$ cat config.mk
export PLATFORM = sky130hd
export DESIGN_NAME = onehot_decoder_pipe
export DESIGN_NICKNAME = d
export VERILOG_FILES = /design/src/rtl/onehot_dec_pkg.sv /design/src/rtl/onehot_dec_lane.sv /design/src/rtl/onehot_decoder_pipe.sv
export SDC_FILE = /design/constraint.sdc
export NUM_CORES = 1
export LEC_CHECK = 0
export ABC_AREA = 1
export CORE_MARGIN = 3
export CORE_UTILIZATION = 49
export CTS_BUF_LIST = sky130_fd_sc_hd__clkbuf_8 sky130_fd_sc_hd__clkbuf_16
export CTS_CLUSTER_DIAMETER = 150
export DETAILED_ROUTE_END_ITERATION = 10
export GPL_ROUTABILITY_DRIVEN = 0
export GPL_TIMING_DRIVEN = 1
export PLACE_DENSITY = 0.79
export SETUP_SLACK_MARGIN = 0.05
export SYNTH_ARGS = -nofsm -noshare
export SYNTH_HDL_FRONTEND = slang
export SYNTH_HIERARCHICAL = 1
export SYNTH_SLANG_ARGS = --single-unit
$ cat constraint.sdc
create_clock -name clk -period 3.3 [get_ports clk]
set_input_delay 0.66 -clock clk [delete_from_list [all_inputs] [get_ports clk]]
set_output_delay 0.66 -clock clk [all_outputs]
set_load 0.05 [all_outputs]
$ cat src/rtl/onehot_dec_pkg.sv
// Shared types for the multi-lane one-hot index decoder pipeline.
package onehot_dec_pkg;

  typedef enum logic {
    MODE_DECODE = 1'b0,
    MODE_ACCUM  = 1'b1
  } mode_e;

  typedef enum logic {
    S_IDLE = 1'b0,
    S_GRP  = 1'b1
  } state_e;

  function automatic int pcnt_width(input int out_width);
    return $clog2(out_width + 1);
  endfunction

endpackage

$ cat src/rtl/onehot_dec_lane.sv
// Combinational per-lane decoder: bit-position index to one-hot mask plus
// an out-of-range flag. Invalid lanes and out-of-range indices give a zero mask.
module onehot_dec_lane #(
  parameter int IDX_WIDTH = 3,
  parameter int OUT_WIDTH = 7
) (
  input  logic [IDX_WIDTH-1:0] idx_i,
  input  logic                 val_i,
  output logic [OUT_WIDTH-1:0] mask_o,
  output logic                 err_o
);

  // One extra bit so OUT_WIDTH == 2**IDX_WIDTH is representable.
  localparam logic [IDX_WIDTH:0]   LIMIT_C = (IDX_WIDTH + 1)'(OUT_WIDTH);
  localparam logic [OUT_WIDTH-1:0] ONE_C   = OUT_WIDTH'(1);

  logic in_range;

  assign in_range = {1'b0, idx_i} < LIMIT_C;
  assign mask_o   = (val_i && in_range) ? (ONE_C << idx_i) : '0;
  assign err_o    = val_i && !in_range;

endmodule

$ cat src/rtl/onehot_decoder_pipe.sv
// Multi-lane registered one-hot decoder with DECODE (one mask per beat) and
// ACCUM (OR of indices over a group of beats) modes, valid/ready on both sides.
module onehot_decoder_pipe
  import onehot_dec_pkg::*;
#(
  parameter int IDX_WIDTH = 3,
  parameter int OUT_WIDTH = 7,
  parameter int NUM_LANE  = 4,
  parameter int MAX_BEATS = 8,
  localparam int PCNT_W   = pcnt_width(OUT_WIDTH)
) (
  input  logic                          clk,
  input  logic                          reset,
  input  logic                          mode,
  input  logic [NUM_LANE*IDX_WIDTH-1:0] in_idx,
  input  logic [NUM_LANE-1:0]           in_lane_val,
  input  logic                          in_last,
  input  logic                          in_val,
  output logic                          in_rdy,
  output logic [NUM_LANE*OUT_WIDTH-1:0] out_mask,
  output logic [NUM_LANE-1:0]           out_err,
  output logic [NUM_LANE*PCNT_W-1:0]    out_pcnt,
  output logic                          out_trunc,
  output logic                          out_val,
  input  logic                          out_rdy
);

  localparam int MW    = NUM_LANE * OUT_WIDTH;
  localparam int CNT_W = $clog2(MAX_BEATS + 1);
  localparam logic [CNT_W-1:0] CLOSE_CNT_C   = CNT_W'(MAX_BEATS - 1);
  localparam bit               SINGLE_BEAT_C = (MAX_BEATS == 1);

  generate
    if (OUT_WIDTH > 2 ** IDX_WIDTH) begin : g_chk_width
      $fatal(1, "OUT_WIDTH must not exceed 2**IDX_WIDTH");
    end
    if (MAX_BEATS < 1) begin : g_chk_beats
      $fatal(1, "MAX_BEATS must be at least 1");
    end
    if (NUM_LANE < 1) begin : g_chk_lanes
      $fatal(1, "NUM_LANE must be at least 1");
    end
  endgenerate

  function automatic logic [PCNT_W-1:0] popcount(input logic [OUT_WIDTH-1:0] v);
    logic [PCNT_W-1:0] c;
    c = '0;
    for (int b = 0; b < OUT_WIDTH; b++) c = c + PCNT_W'(v[b]);
    return c;
  endfunction

  // S_GRP itself carries the latched ACCUM mode; S_IDLE samples mode afresh.
  state_e               state_q, state_d;
  logic [MW-1:0]        acc_q, acc_d;
  logic [NUM_LANE-1:0]  err_acc_q, err_acc_d;
  logic [CNT_W-1:0]     cnt_q, cnt_d;
  logic [MW-1:0]        out_mask_q, out_mask_d;
  logic [NUM_LANE-1:0]  out_err_q, out_err_d;
  logic [NUM_LANE*PCNT_W-1:0] out_pcnt_q, out_pcnt_d;
  logic                 out_trunc_q, out_trunc_d;
  logic                 out_val_q, out_val_d;

  logic [MW-1:0]        dec_mask;
  logic [NUM_LANE-1:0]  dec_err;
  logic [MW-1:0]        emit_mask;
  logic [NUM_LANE-1:0]  emit_err;
  logic [NUM_LANE*PCNT_W-1:0] pcnt_next;
  logic                 emit, emit_trunc, accept;

  assign in_rdy = !out_val_q || out_rdy;
  assign accept = in_val && in_rdy;

  genvar gi;
  generate
    for (gi = 0; gi < NUM_LANE; gi++) begin : g_lane
      onehot_dec_lane #(
        .IDX_WIDTH(IDX_WIDTH),
        .OUT_WIDTH(OUT_WIDTH)
      ) u_lane (
        .idx_i (in_idx[gi*IDX_WIDTH +: IDX_WIDTH]),
        .val_i (in_lane_val[gi]),
        .mask_o(dec_mask[gi*OUT_WIDTH +: OUT_WIDTH]),
        .err_o (dec_err[gi])
      );
      assign pcnt_next[gi*PCNT_W +: PCNT_W] = popcount(emit_mask[gi*OUT_WIDTH +: OUT_WIDTH]);
    end
  endgenerate

  always_comb begin
    state_d    = state_q;
    acc_d      = acc_q;
    err_acc_d  = err_acc_q;
    cnt_d      = cnt_q;
    emit       = 1'b0;
    emit_mask  = dec_mask;
    emit_err   = dec_err;
    emit_trunc = 1'b0;
    if (accept) begin
      unique case (state_q)
        S_IDLE: begin
          if (mode_e'(mode) == MODE_DECODE) begin
            emit = 1'b1;
          end else if (in_last || SINGLE_BEAT_C) begin
            emit       = 1'b1;
            emit_trunc = !in_last;
          end else begin
            state_d   = S_GRP;
            acc_d     = dec_mask;
            err_acc_d = dec_err;
            cnt_d     = CNT_W'(1);
          end
        end
        S_GRP: begin
          emit_mask = acc_q | dec_mask;
          emit_err  = err_acc_q | dec_err;
          if (in_last || cnt_q == CLOSE_CNT_C) begin
            emit       = 1'b1;
            emit_trunc = !in_last;
            state_d    = S_IDLE;
            acc_d      = '0;
            err_acc_d  = '0;
            cnt_d      = '0;
          end else begin
            acc_d     = emit_mask;
            err_acc_d = emit_err;
            cnt_d     = cnt_q + CNT_W'(1);
          end
        end
        default: state_d = S_IDLE;
      endcase
    end
  end

  // A new result can only arrive when the slot is free or being drained.
  always_comb begin
    out_val_d   = out_val_q;
    out_mask_d  = out_mask_q;
    out_err_d   = out_err_q;
    out_pcnt_d  = out_pcnt_q;
    out_trunc_d = out_trunc_q;
    if (emit) begin
      out_val_d   = 1'b1;
      out_mask_d  = emit_mask;
      out_err_d   = emit_err;
      out_pcnt_d  = pcnt_next;
      out_trunc_d = emit_trunc;
    end else if (out_rdy) begin
      out_val_d = 1'b0;
    end
  end

  always_ff @(posedge clk or posedge reset) begin
    if (reset) begin
      state_q     <= S_IDLE;
      acc_q       <= '0;
      err_acc_q   <= '0;
      cnt_q       <= '0;
      out_val_q   <= 1'b0;
      out_mask_q  <= '0;
      out_err_q   <= '0;
      out_pcnt_q  <= '0;
      out_trunc_q <= 1'b0;
    end else begin
      state_q     <= state_d;
      acc_q       <= acc_d;
      err_acc_q   <= err_acc_d;
      cnt_q       <= cnt_d;
      out_val_q   <= out_val_d;
      out_mask_q  <= out_mask_d;
      out_err_q   <= out_err_d;
      out_pcnt_q  <= out_pcnt_d;
      out_trunc_q <= out_trunc_d;
    end
  end

  assign out_val   = out_val_q;
  assign out_mask  = out_mask_q;
  assign out_err   = out_err_q;
  assign out_pcnt  = out_pcnt_q;
  assign out_trunc = out_trunc_q;

endmodule

==> key figures, run 1 <==
Status
  • Status: completed

Final layout
  • Area growth from synthesis to layout: 28.06%
  • Nets@finish: between 700 and 800
  • Most frequent cells in the layout: nand2_1 (219), dfrtp_1 (82), nand3_1 (81)
  • Fillers: around 720
  • Fin area: about 6000 µm²
  • Share of layout cells above drive strength 1: 14.49%
  • Antenna Cells: 0
  • Most common cell after layout, fill and taps aside: nand2_1

Detailed routing
  • Initial DRC Count: ~290
  • Vias/cell: between 5 and 6
  • Total wire length: approximately 12000 µm
  • First-pass detailed-route iteration total: 6
  • DRC: 0
  • Post-DRT Antenna Nets: 0
  • WL per Instance: between 10 and 15 µm
  • Vias: roughly 4200

Synthesis
  • #FFs+latches synth: 83
  • Avg Cell Area, Syn: 7.747 µm²
  • Register area share after synthesis: ~45%
  • Post-synth EDFFs: 0
  • Syn Nets: around 630
  • Main flop type after synthesis: dfrtp_1
  • Post-Syn Instances: 594
  • Warnings from Yosys: 6
  • Async set-reset flop share out of synthesis: 100.0%
  • Library cells used by synthesis: 21
  • Mapped cell area: 4602 µm²

Clocking
  • CTS tree: built
  • Root Driver: clkbuf_8
  • CTS max path bufs: 2
  • Hold_buf cts: 0
  • Cts bufs inserted: 9
  • Clock Sinks: 83
  • Worst skew pair latency: 0.36 ns
  • Clock transition at path regs: approximately 0.080 ns
  • H-Tree Depth: 3

Critical path
  • Reg2Reg Depth: 11
  • Cell with the largest stage delay on the worst path: fa_1
  • Crit start category: primary input
  • Max stage delay on crit path: around 0.57 ns
  • Worst Path Required: approximately 3.6 ns
  • Worst endpoint data arrival time: 3.39 ns
  • Critical path class: in -> reg
  • Crit. End Element: register
  • Cell mode on critical path: fa_1
  • CP cell instances: dlygate4sd2_1 -> inv_4 -> nand2_8 -> nand2_8 -> o21ai_2 -> fa_1 -> inv_2 -> fa_1 -> fa_2 -> inv_2 -> fa_1 -> nand3_1 -> nand2_1
  • Maximum fanout along the worst path: 7

Timing
  • Actual slew at the worst max-slew pin: ~0.73 ns
  • Hold Vio Cnt, Final: 0
  • Max-slew violation count: 0
  • Final Worst Setup Slack: ~0.16 ns
  • Fmax: about 320 MHz
  • Fin crit share: 95.19%
  • Final setup violation count: 0
  • Max-slew headroom: approximately 50%
  • Clock Skews: ~0.010 ns
  • Min Tclk post-route: approximately 3.1 ns
  • RSZ-0062 raised after global routing: false
  • Hold_ws: roughly 0.47 ns
  • Total negative slack: 0 ns

GRT
  • Initial antenna violation count: 0
  • GR Util All Layers: around a quarter
  • Vias in the first global route: 4187
  • Pin count of the biggest net entering global routing: 47
  • First-pass GRT wire length: 19620 µm
  • Overflow after GRT: 0

Worst hold path
  • Hold Path Class: reg -> reg
  • Hold path cells: 2

Floorplanning
  • Die Wd: approximately 100 µm
  • Die Height: between 100 and 150 µm
  • Row cnt: 34
  • Core area: between 8000 and 9000 µm²
  • Initial Util: 51.51%
  • Die area: around 11000 µm²
  • Number of I/O pins: 69

Run
  • Max Cap Viol: 0

Power
  • Power Density: around 510 nW/µm²
  • Clock network power share: 29.7%
  • Seq pwr share: between 40% and 50%
  • Sw frac: about 35%
  • Combinational share of power: 29.4%
  • Leakage: about 3.2 nW
  • Post-layout total power: 0.002988 W
  • Maximum vdd ir drop: about 0.25 mV
  • NetSw: about 0.0011 W
  • Int Pwr: about 0.0019 W

Placement
  • Placed cell area: 5587 µm²
  • Port-buffer cells: 68
  • Post-placement setup slack: -0.4962 ns
  • DPL Wire Length: 7872 µm
-- synthesized netlist by cell type (all sizes together) (2+ instances only) --
library cell / n / area [µm²]
a21o: 12 / 90.09
a31oi: 8 / 50.05
buf: 27 / 175.2
clkbuf: 2 / 7.510
dfrtp: 83 / 2077
fa: 16 / 320.3
inv: 62 / 232.7
nand2: 239 / 947.2
nand3: 81 / 405.4
nor2: 38 / 147.6
o21ai: 22 / 110.1
-- worst max-delay path, delay by kind of cell --
family / cells / cell delay (ns)
AND/OR/NAND/NOR: 4 / 0.33
AO/OA/AOI/OAI: 1 / 0.08
adder cells (fa/ha/maj): 4 / 1.87
buffers and inverters: 4 / 0.44
-- final timing paths --
path,start,slack [ns],end
max in group asynchronous,reset,1.90,out_pcnt[10]$_DFFE_PP0P_
worst max register to register,state_q$_DFFE_PP0N_,0.21,out_pcnt[7]$_DFFE_PP0P_
min in group asynchronous,reset,0.71,out_mask[15]$_DFFE_PP0P_
worst max-delay path,out_rdy,0.16,out_pcnt[1]$_DFFE_PP0P_
worst min-delay path,out_mask[26]$_DFFE_PP0P_,0.47,out_mask[26]$_DFFE_PP0P_
worst min register to register,out_mask[26]$_DFFE_PP0P_,0.47,out_mask[26]$_DFFE_PP0P_
-- cells by family after synthesis --
kind of cell,after synthesis,share of synthesized area [%]
AND/OR/NAND/NOR,358,32.60
buffers and inverters,91,9.026
flip-flops,83,45.13
AO/OA/AOI/OAI,43,5.628
adder cells (fa/ha/maj),17,7.232
XOR/XNOR,2,0.3807
-- final cells by class --
class,instances,area [µm²],share of cell area (%)
multi-input combinational,421,2213,37.56
inverter,62,244.0,4.140
clock buffer,9,123.9,2.102
timing repair buffer,108,980.9,16.65
tap,108,135.1,2.293
sequential,83,2078,35.27
clock inverter,7,117.6,1.996
-- registers in the layout, summed over array words and instances, names as in the netlist --
name	count
acc_q	28
out_mask	28
out_pcnt	12
cnt_q	4
err_acc_q	4
out_err	4
out_trunc	1
out_val	1
state_q	1
-- through the flow --
step | std cells | util [%]
floorplan | 594 | -
global placement | 776 | 62.54
detailed placement | 776 | 62.54
CTS | 797 | 65.83
global route | 798 | 65.97
finish | 798 | 65.97
-- routing by layer --
layer / part of all wire (%) / GRT usage (%) / wire (µm)
met1: 43 / 31.54 / 5012
met2: 49 / 39.12 / 5743
met3: 6.7 / 3.721 / 779
met4: 1.4 / 7.869 / 165
met5: 0 / 0 / 0
-- timing repair --
action / in CTS / in global routing
setup endpoints to repair: 6 / 5
gates cloned: 0 / 1
setup buffers: 5 / 0
pin swaps: 18 / 6
gates resized for setup: 40 / 4
-- power groups by stage --
stage	clock network, W	logic (W)	registers [W]
final	0.000889	0.000877	0.00122
after global placement	0	0.000844	0.00123
after floorplan	0	0.000363	0.00145
after CTS	0.000900	0.000876	0.00122
after global routing	0.000929	0.000953	0.00124
after detailed placement	0	0.000864	0.00124
No activity file was read; power rests on OpenSTA's default activity.
==> inputs of run 2 (changes only) <==
- CORE_UTILIZATION: 49 -> 51
- CTS_BUF_LIST: sky130_fd_sc_hd__clkbuf_8 sky130_fd_sc_hd__clkbuf_16 -> sky130_fd_sc_hd__clkbuf_2
- PLACE_DENSITY: 0.79 -> 0.82
==> run 2 against run 1 <==
- global-route usage shrank 0.26 points
- setup slack got worse by 0.047 ns
- critical path depth fell by 1
- clock skew is 0.024 ns higher
- cell area down 0.79%
- routed wire length shrank 1.3%
- first-iteration DRC count grew 0.68%
- final cell count up 0.13%
- clock power is 24% lower
==> key figures, run 2 (synthesized netlist as in run 1, its figures left out) <==
Clocking
  • Cts bufs inserted: 9 (unchanged)
  • Clock transition at path regs: 0.25 ns (was 0.08 ns)
  • Root Driver: clkbuf_2 (was clkbuf_8)
  • Hold_buf cts: 0 (unchanged)
  • CTS tree: built (unchanged)
  • CTS max path bufs: 2 (unchanged)
  • H-Tree Depth: 3 (unchanged)
  • Worst skew pair latency: 0.53 ns (was 0.36 ns)
  • Clock Sinks: 83 (unchanged)

Final layout
  • FF/Latch Area: 2079 µm² (was 2078 µm²)
  • Area growth from synthesis to layout: 27.05% (was 28.06%)
  • Most common cell after layout, fill and taps aside: nand2_1 (unchanged)
  • Final core utilization: 66.72% (was 65.97%)
  • Share of layout cells above drive strength 1: 14.04% (was 14.49%)
  • Fin area: 5847 µm² (was 5893 µm²)
  • Nets@finish: 725 (was 724)
  • Antenna Cells: 0 (unchanged)
  • Final std cells w/o fill: 799 (was 798)
  • Most frequent cells in the layout: nand2_1 (220), nand3_1 (81), dfrtp_1 (81) (was nand2_1 (219), dfrtp_1 (82), nand3_1 (81))
  • Fillers: 715 (was 723)
  • Area occupied by multi-input gates: 2212 µm² (was 2213 µm²)

Timing
  • Clock Skews: 0.03468 ns (was 0.01033 ns)
  • Fin crit share: 96.61% (was 95.19%)
  • Hold_ws: 0.4995 ns (was 0.4749 ns)
  • RSZ-0062 raised after global routing: true (was false)
  • Hold Vio Cnt, Final: 0 (unchanged)
  • Actual slew at the worst max-slew pin: 0.7633 ns (was 0.7310 ns)
  • Max-slew violation count: 0 (unchanged)
  • Final setup violation count: 0 (unchanged)
  • Max-slew headroom: 48.93% (was 51.10%)
  • Min Tclk post-route: 3.188 ns (was 3.141 ns)
  • Fmax: 313.7 MHz (was 318.4 MHz)

Critical path
  • Cell mode on critical path: fa_1 (unchanged)
  • Crit. End Element: register (unchanged)
  • Critical R2R Launch: out_val$_DFFE_PP0P_ (was state_q$_DFFE_PP0N_)
  • Crit start category: primary input (unchanged)
  • Critical path class: in -> reg (unchanged)
  • CP cell instances: dlygate4sd2_1 -> nand2_8 -> buf_4 -> o21ai_1 -> inv_1 -> fa_1 -> inv_1 -> fa_1 -> fa_2 -> fa_1 -> nand3_1 -> nand2_1 (was dlygate4sd2_1 -> inv_4 -> nand2_8 -> nand2_8 -> o21ai_2 -> fa_1 -> inv_2 -> fa_1 -> fa_2 -> inv_2 -> fa_1 -> nand3_1 -> nand2_1)
  • Maximum fanout along the worst path: 7 (unchanged)
  • Worst Path Required: 3.78 ns (was 3.55 ns)
  • Max stage delay on crit path: 0.53 ns (was 0.57 ns)
  • Worst reg-to-reg setup slack: 0.12 ns (was 0.21 ns)
  • Reg2Reg Depth: 12 (was 11)
  • R2R Path End: out_pcnt[4]$_DFFE_PP0P_ (was out_pcnt[7]$_DFFE_PP0P_)
  • Worst endpoint data arrival time: 3.67 ns (was 3.39 ns)
  • Cell with the largest stage delay on the worst path: fa_1 (unchanged)

Placement
  • Placed cell area: 5559 µm² (was 5587 µm²)
  • Placed insts: 774 (was 776)
  • DPL Wire Length: 7694 µm (was 7872 µm)
  • Port-buffer cells: 68 (unchanged)

Power
  • Maximum vdd ir drop: 0.2893 mV (was 0.2499 mV)
  • Sw frac: 36.84% (was 35.47%)
  • Combinational share of power: 31.7% (was 29.4%)
  • Seq pwr share: 43.9% (was 40.9%)
  • Int Pwr: 0.001758 W (was 0.001928 W)
  • NetSw: 0.001025 W (was 0.001060 W)
  • Clock network power share: 24.4% (was 29.7%)
  • Leakage: 3.252 nW (was 3.238 nW)
  • Power Density: 476.1 nW/µm² (was 507.0 nW/µm²)

Detailed routing
  • Initial DRC Count: 294 (was 292)
  • Total wire length: 11550 µm (was 11700 µm)
  • Vias/cell: 5.335 (was 5.279)
  • WL per Instance: 14.45 µm (was 14.66 µm)
  • Post-DRT Antenna Nets: 0 (unchanged)
  • Vias: 4263 (was 4213)
  • First-pass detailed-route iteration total: 6 (unchanged)
  • DRC: 0 (unchanged)

Floorplanning
  • Die area: 10200 µm² (was 10590 µm²)
  • Die Wd: 101.0 µm (was 102.9 µm)
  • Number of I/O pins: 69 (unchanged)
  • Die Height: 101.0 µm (was 102.9 µm)
  • Core area: 8763 µm² (was 8934 µm²)
  • Initial Util: 52.51% (was 51.51%)
  • Row cnt: 34 (unchanged)

GRT
  • GR Util All Layers: 23.26% (was 23.51%)
  • Overflow after GRT: 0 (unchanged)
  • Initial antenna violation count: 0 (unchanged)
  • Pin count of the biggest net entering global routing: 47 (unchanged)
  • First-pass GRT wire length: 18910 µm (was 19620 µm)
  • Vias in the first global route: 4207 (was 4187)

Run
  • Max Cap Viol: 0 (unchanged)

Worst hold path
  • Hold Path Class: in -> async (was reg -> reg)

Status
  • Status: completed (unchanged)
run 2: changes by cell type in the layout (fill, tap and decap cells not counted), sizes merged:
cell           previous run  this run
dlymetal6s2s              0         7
clkdlybuf4s15             1         0
clkinv                    2         4
clkinvlp                  2         1
clkdlybuf4s50            50        59
dlygate4sd2              16         2
inv                      62        60
buf                      40        41
run 2: stage by stage:
step | setup TNS, ns | worst slack [ns] | total power, W
after floorplan | 0 | 0.02369 | 0.001814
after global placement | -2.896 | -0.3989 | 0.002068
after detailed placement | -3.927 | -0.5407 | 0.002093
after CTS | 0 | 0.08972 | 0.002773
after global routing | -0.009509 | -0.009509 | 0.002928
final | 0 | 0.1119 | 0.002784
run 2: how the worst max path moves through the flow:
stage / start / endpoint / slack, ns
6_report: in_val / out_pcnt[4]$_DFFE_PP0P_ / 0.11
3_3_place_gp: out_rdy / out_pcnt[10]$_DFFE_PP0P_ / -0.40
3_5_place_dp: out_rdy / out_pcnt[10]$_DFFE_PP0P_ / -0.54
5_1_grt: out_val$_DFFE_PP0P_ / out_pcnt[10]$_DFFE_PP0P_ / -0.01
4_1_cts: in_idx[9] / out_pcnt[10]$_DFFE_PP0P_ / 0.09
2_1_floorplan: out_rdy / out_pcnt[1]$_DFFE_PP0P_ / 0.02
run 2: power groups by stage:
stage	registers (W)	clock network (W)	logic, W
after detailed placement	0.00124	0	0.000855
after global placement	0.00124	0	0.000833
after CTS	0.00122	0.000694	0.000858
after floorplan	0.00145	0	0.000363
after global routing	0.00124	0.000735	0.000954
final	0.00122	0.000680	0.000882
run 2: final cells by class:
| type | instances | area share [%] |
|---|---|---|
| clock inverters | 6 | 1.798 |
| flip-flops and latches | 83 | 35.57 |
| multi-input cells | 421 | 37.83 |
| well taps | 108 | 2.311 |
| inverters | 62 | 4.259 |
| clock buffers | 10 | 0.8560 |
| repair buffers | 109 | 17.38 |
run 2: worst max-delay path: cells and delay by family:
family / cells / cell delay, ns
buffers and inverters: 4 / 0.75
AOI/OAI and AO/OA: 1 / 0.11
adders and majority gates: 4 / 1.84
and+or+nand+nor: 3 / 0.30
run 2: per-layer routing:
layer | global-route usage, % | up-vias | share of wire [%]
li1 | - | 2039 | -
met4 | 8.180 | 0 | 1.9
met3 | 4.706 | 25 | 6.8
met1 | 30.98 | 1997 | 42
met2 | 37.92 | 202 | 49
met5 | 0 | - | 0
run 2: timing repair:
| action | in CTS | in global routing |
|---|---|---|
| endpoints found under the setup margin | 1 | 5 |
| pin swaps | 1 | 11 |
| buffers inserted | 0 | 8 |
| gates cloned | 0 | 1 |
| resized for setup | 4 | 27 |
